$ cat src/rtl/rca_pkg.sv
// Shared types and constants for the sequential slice-by-slice ripple-carry adder.
package rca_pkg;
  localparam int SLICE_W = 4;

  typedef enum logic [1:0] {
    IDLE = 2'd0,
    CALC = 2'd1,
    DONE = 2'd2
  } state_e;
endpackage

$ cat src/rtl/full_adder.sv
// One-bit full adder cell used to build the ripple slice.
module full_adder (
  input  logic a,
  input  logic b,
  input  logic ci,
  output logic s,
  output logic co
);
  assign s  = a ^ b ^ ci;
  assign co = (a & b) | (ci & (a ^ b));
endmodule

$ cat src/rtl/rca_slice4.sv
// Combinational SLICE_W-bit ripple-carry slice: a chain of full_adder cells.
module rca_slice4
  import rca_pkg::*;
(
  input  logic [SLICE_W-1:0] a,
  input  logic [SLICE_W-1:0] b,
  input  logic               c_in,
  output logic [SLICE_W-1:0] sum,
  output logic               c_out
);
  logic [SLICE_W:0] c;

  assign c[0] = c_in;

  for (genvar i = 0; i < SLICE_W; i++) begin : g_fa
    full_adder u_fa (
      .a  (a[i]),
      .b  (b[i]),
      .ci (c[i]),
      .s  (sum[i]),
      .co (c[i+1])
    );
  end

  assign c_out = c[SLICE_W];
endmodule

$ cat src/rtl/rca_seq_adder.sv
// Sequential W-bit adder reusing one 4-bit ripple slice, one slice per cycle.
// Optional signed-overflow output is enabled by defining RCA_SEQ_OVF_EN.
module rca_seq_adder
  import rca_pkg::*;
#(
  parameter int  NSLICES = 4,
  localparam int W       = SLICE_W * NSLICES
) (
  input  logic         clk,
  input  logic         rst,
  input  logic         in_valid,
  output logic         in_ready,
  input  logic [W-1:0] a,
  input  logic [W-1:0] b,
  input  logic         c_in,
  output logic         out_valid,
  input  logic         out_ready,
  output logic [W-1:0] sum,
  output logic         c_out,
`ifdef RCA_SEQ_OVF_EN
  output logic         ovf,
`endif
  output logic         busy
);
  localparam int IDX_W = (NSLICES > 1) ? $clog2(NSLICES) : 1;
  localparam logic [IDX_W-1:0] LAST_IDX = IDX_W'(NSLICES - 1);

  state_e           state_q, state_d;
  logic [IDX_W-1:0] idx_q, idx_d;
  logic [W-1:0]     a_q, a_d, b_q, b_d, sum_q, sum_d;
  logic             carry_q, carry_d, cout_q, cout_d;
`ifdef RCA_SEQ_OVF_EN
  logic             ovf_q, ovf_d;
`endif

  logic [SLICE_W-1:0] sl_a, sl_b, sl_s;
  logic               sl_co;

  // Select the active operand slice by idx.
  always_comb begin
    sl_a = '0;
    sl_b = '0;
    for (int i = 0; i < NSLICES; i++) begin
      if (idx_q == IDX_W'(i)) begin
        sl_a = a_q[i*SLICE_W +: SLICE_W];
        sl_b = b_q[i*SLICE_W +: SLICE_W];
      end
    end
  end

  rca_slice4 u_slice (
    .a     (sl_a),
    .b     (sl_b),
    .c_in  (carry_q),
    .sum   (sl_s),
    .c_out (sl_co)
  );

  always_comb begin
    state_d = state_q;
    idx_d   = idx_q;
    a_d     = a_q;
    b_d     = b_q;
    sum_d   = sum_q;
    carry_d = carry_q;
    cout_d  = cout_q;
`ifdef RCA_SEQ_OVF_EN
    ovf_d   = ovf_q;
`endif
    case (state_q)
      IDLE: begin
        if (in_valid) begin
          a_d     = a;
          b_d     = b;
          carry_d = c_in;
          idx_d   = '0;
          state_d = CALC;
        end
      end
      CALC: begin
        for (int i = 0; i < NSLICES; i++) begin
          if (idx_q == IDX_W'(i)) sum_d[i*SLICE_W +: SLICE_W] = sl_s;
        end
        carry_d = sl_co;
        if (idx_q == LAST_IDX) begin
          // idx parks on the last slice so it never runs past NSLICES-1
          cout_d  = sl_co;
`ifdef RCA_SEQ_OVF_EN
          ovf_d   = (a_q[W-1] == b_q[W-1]) && (sl_s[SLICE_W-1] != a_q[W-1]);
`endif
          state_d = DONE;
        end else begin
          idx_d = idx_q + IDX_W'(1);
        end
      end
      DONE: begin
        if (out_ready) state_d = IDLE;
      end
      default: state_d = IDLE;
    endcase
  end

  always_ff @(posedge clk) begin
    if (rst) begin
      state_q <= IDLE;
      idx_q   <= '0;
      a_q     <= '0;
      b_q     <= '0;
      sum_q   <= '0;
      carry_q <= 1'b0;
      cout_q  <= 1'b0;
`ifdef RCA_SEQ_OVF_EN
      ovf_q   <= 1'b0;
`endif
    end else begin
      state_q <= state_d;
      idx_q   <= idx_d;
      a_q     <= a_d;
      b_q     <= b_d;
      sum_q   <= sum_d;
      carry_q <= carry_d;
      cout_q  <= cout_d;
`ifdef RCA_SEQ_OVF_EN
      ovf_q   <= ovf_d;
`endif
    end
  end

  assign in_ready  = (state_q == IDLE);
  assign out_valid = (state_q == DONE);
  assign busy      = (state_q == CALC);
  assign sum       = sum_q;
  assign c_out     = cout_q;
`ifdef RCA_SEQ_OVF_EN
  assign ovf       = ovf_q;
`endif
endmodule

$ cat config.mk
export PLATFORM = sky130hd
export DESIGN_NAME = rca_seq_adder
export DESIGN_NICKNAME = d
export VERILOG_FILES = /design/src/rtl/rca_pkg.sv /design/src/rtl/full_adder.sv /design/src/rtl/rca_slice4.sv /design/src/rtl/rca_seq_adder.sv
export SDC_FILE = /design/constraint.sdc
export NUM_CORES = 1
export LEC_CHECK = 0
export CORE_MARGIN = 1.5
export CORE_UTILIZATION = 44
export CTS_CLUSTER_DIAMETER = 30
export DETAILED_ROUTE_END_ITERATION = 8
export GPL_ROUTABILITY_DRIVEN = 0
export GPL_TIMING_DRIVEN = 0
export PLACE_DENSITY_LB_ADDON = 0.3
export SYNTH_ARGS = -nofsm -noshare
export SYNTH_HDL_FRONTEND = slang
export SYNTH_SLANG_ARGS = --single-unit
export TNS_END_PERCENT = 5
$ cat constraint.sdc
create_clock -name clk -period 3.15 [get_ports clk]
set_input_delay 0.945 -clock clk [delete_from_list [all_inputs] [get_ports clk]]
set_output_delay 0.945 -clock clk [all_outputs]
set_load 0.03 [all_outputs]
==> impl_metrics.yaml <==
detailed_routing:
  vias_per_cell: 5.24
  drcViolationCount: 0
  wirelength_mm: 6.35
  drt_iter0_markers: 142
  drtPass1Iterations: 4
  via_count: 2335
  wire_per_inst_um: 14.2
  postRouteAntennaNets: 0
timing:
  max-slew-margin-rel_pct: 61.7
  maxSlewViolCount: 0
  timing.final.ws_setup_ns: -0.0198
  whs_ns: 0.459
  hold_viol: 0
  clock_skew_ns: 0.0159
  fmax_mhz: 315
  tightest_slew_ns: 0.575
  rsz0062_at_grt: "yes"
  period_share_pct: 101
  setup_viol: 3
  min_period_ns: 3.17
die:
  io_pins: 57
  start_util_pct: 45.2
  die_h_um: 77.7
  die-area_um2: 6040
  num_rows: 27
  core_area_um2: 5440
  die_w_um: 77.7
flow_run:
  drv_cap: 0
yosys:
  synthTopCellsByArea: "dfxtp_1 (44%), a21oi_1 (14%), nand2_1 (14%)"
  synthSimpleGateAreaFrac_pct: 22.7
  synthCells: 308
  yosys.area.top_type: "dfxtp_1"
  yosys.area_share.xor_xnor_pct: 0
  synth_top_family_by_area: "simple AND/OR/NAND/NOR gates"
  syn_avg_cell_area_um2: 7.98
  synthMuxAreaShare_pct: 0
  synth_cell_types: 25
  synth_compound_area_share_pct: 20.0
  yosys.area.top_type_share_pct: 44.0
  ys_ff_latch: 54
  synth_fp_nets: 353
  synthAdderAreaFrac_pct: 5.30
  synth_warnings: 0
  netlist_area_um2: 2460
  yosysSeqAreaShare_pct: 44.0
grt:
  antenna_found_initial: 0
  grt_pass1_vias: 2228
  grt_pass1_wl_mm: 10.5
  grt_use_total_pct: 22.0
  grt_overflow: 0
  grt_max_degree: 15
setup_path:
  start_kind: "flop"
  cpMostUsedCell: "fa_2"
  arrival_ns: 3.42
  startpoint: "idx_q[1]$_SDFFE_PP0P_"
  worstSetupPathType: "flop to flop"
  worstRegToRegCells: 12
  end_kind: "flop"
  slowest_stage: "fa_2"
  worst_ep_required_time_ns: 3.40
  crit_chain: "buf_6, ha_4, buf_8, a21oi_2, o21ai_1, a22o_1, fa_2, fa_2, fa_2, fa_2, nand3_2, a21oi_2"
  worstSetupEndpoint: "sum[7]$_SDFFE_PP0P_"
  timing.rr.start: "idx_q[1]$_SDFFE_PP0P_"
  r2r_slack_ns: -0.02
  reg2reg_to: "sum[7]$_SDFFE_PP0P_"
  max_stage_delay_ns: 0.61
  path_max_fanout: 4
outcome:
  status: "complete, but fails checks"
  violations: "negative setup slack"
finish:
  drive_above_1_share_pct: 15.2
  fin_area_um2: 3380
  finalNetCount: 420
  area_growth_pct: 37.7
  antenna_cells: 0
  final_common_cell: "nand2_1"
  final_cell_mix: "nand2_1 (89), a21oi_1 (61), clkdlybuf4s50_1 (55)"
placement:
  place_hpwl_mm: 4.35
  pre_cts_ws_ns: -0.405
  place_area_um2: 3100
  io_buffers: 55
power_and_ir_drop:
  ir_drop_uv: 224
  power.leakage_uw: 0.00119
  power_density_nw_per_um2: 424
clock_tree:
  cts_hold_buf: 0
  clock_path_buffers: 2
  cts.sinks: 54
  cts_tree: "done"
  clk_pin_slew_worst_paths_ns: 0.10
  cts_max_level: 2
  cts_buffers: 5
  cts-root-buf: "clkbuf_8"
  worst_skew_pair.late_latency_ns: 0.31
worst_hold_path:
  worstHoldPathType: "flop to flop"
[what timing repair did]
item                                    CTS  global route
gates resized for setup                  37            13
pin swaps                                 7             9
endpoints found under the setup margin   10             4
setup buffers                             6             0
[how the worst min path moves through the flow]
| stage | from | endpoint | slack, ns | cells after the start |
|---|---|---|---|---|
| 2_1_floorplan | a_q[10]$_SDFFE_PP0P_ | a_q[10]$_SDFFE_PP0P_ | 0.44 | 2 |
| 3_3_place_gp | sum[11]$_SDFFE_PP0P_ | sum[11]$_SDFFE_PP0P_ | 0.44 | 2 |
| 3_5_place_dp | sum[1]$_SDFFE_PP0P_ | sum[1]$_SDFFE_PP0P_ | 0.45 | 2 |
| 4_1_cts | sum[1]$_SDFFE_PP0P_ | sum[1]$_SDFFE_PP0P_ | 0.46 | 2 |
| 5_1_grt | b_q[10]$_SDFFE_PP0P_ | b_q[10]$_SDFFE_PP0P_ | 0.47 | 2 |
| 6_report | sum[1]$_SDFFE_PP0P_ | sum[1]$_SDFFE_PP0P_ | 0.46 | 2 |
[per-stage QoR]
step / std cells / utilization (%) / TNS (ns) / power, uW
after floorplan: 308 / - / 0 / 915
after global routing: 446 / 62.2 / -0.323 / 1490
after global placement: 435 / 57.0 / -1.68 / 1020
after CTS: 446 / 61.2 / -0.146 / 1420
after detailed placement: 435 / 57.0 / -2.25 / 1020
final: 446 / 62.2 / -0.0465 / 1430
[state kept, by name, indices dropped and copies added, names as in the netlist]
register,flops
idx_q,2
carry_q,1
b_q,16
state_q,2
c_out,1
a_q,16
sum,16
[kinds of logic after synthesis]
| family | after synthesis |
|---|---|
| adder cells (fa/ha/maj) | 8 |
| AND/OR/NAND/NOR | 124 |
| flip-flops | 54 |
| buffers and inverters | 36 |
| AO/OA/AOI/OAI | 86 |
[Yosys cell counts]
cell type  count
nor2_1         3
nand3_1       19
clkbuf_1      12
o21ai_1        5
nor2b_1        1
dfxtp_1       54
buf_2          3
a22o_1         8
nand2_1       89
buf_6          8
or3b_1         2
inv_1         11
nor2b_4        1
a2111oi_4      1
fa_1           4
buf_1          2
ha_1           4
a21oi_2        1
nand2b_1       2
nor3_2         1
nand3b_1       5
nor3b_4        1
a2111oi_0      1
o21ai_0        3
a21oi_1       67
[critical path: cells and delay by family (launching register included)]
family	cells	cell delay, ns
compound gates	4	0.52
flops	1	0.39
buf+inv	2	0.25
simple gates	1	0.08
fa+ha+maj	5	1.85
[power breakdown]
group | internal (uW) | switching, uW | total [uW]
sequential | 715 | 22.1 | 737
clock | 170 | 218 | 389
combinational | 148 | 161 | 309
total | 1030 | 401 | 1430
[routing by layer]
metal,up-vias,track usage [%],share of wire (%)
li1,1160,-,-
met5,-,0,0
met1,1071,28.4,41
met3,11,4.59,6.9
met2,93,37.0,50
met4,0,6.36,1.7
[area by class of cell]
class / instances / area, um^2
flip-flops and latches: 54 / 1090
fillers: 500 / 2060
clock buffers: 6 / 82.6
plain buffers: 24 / 196
inverters: 11 / 46.3
multi-input cells: 218 / 1280
well taps: 72 / 90.1
repair buffers: 61 / 599
Power figures use the tool's default switching activity.
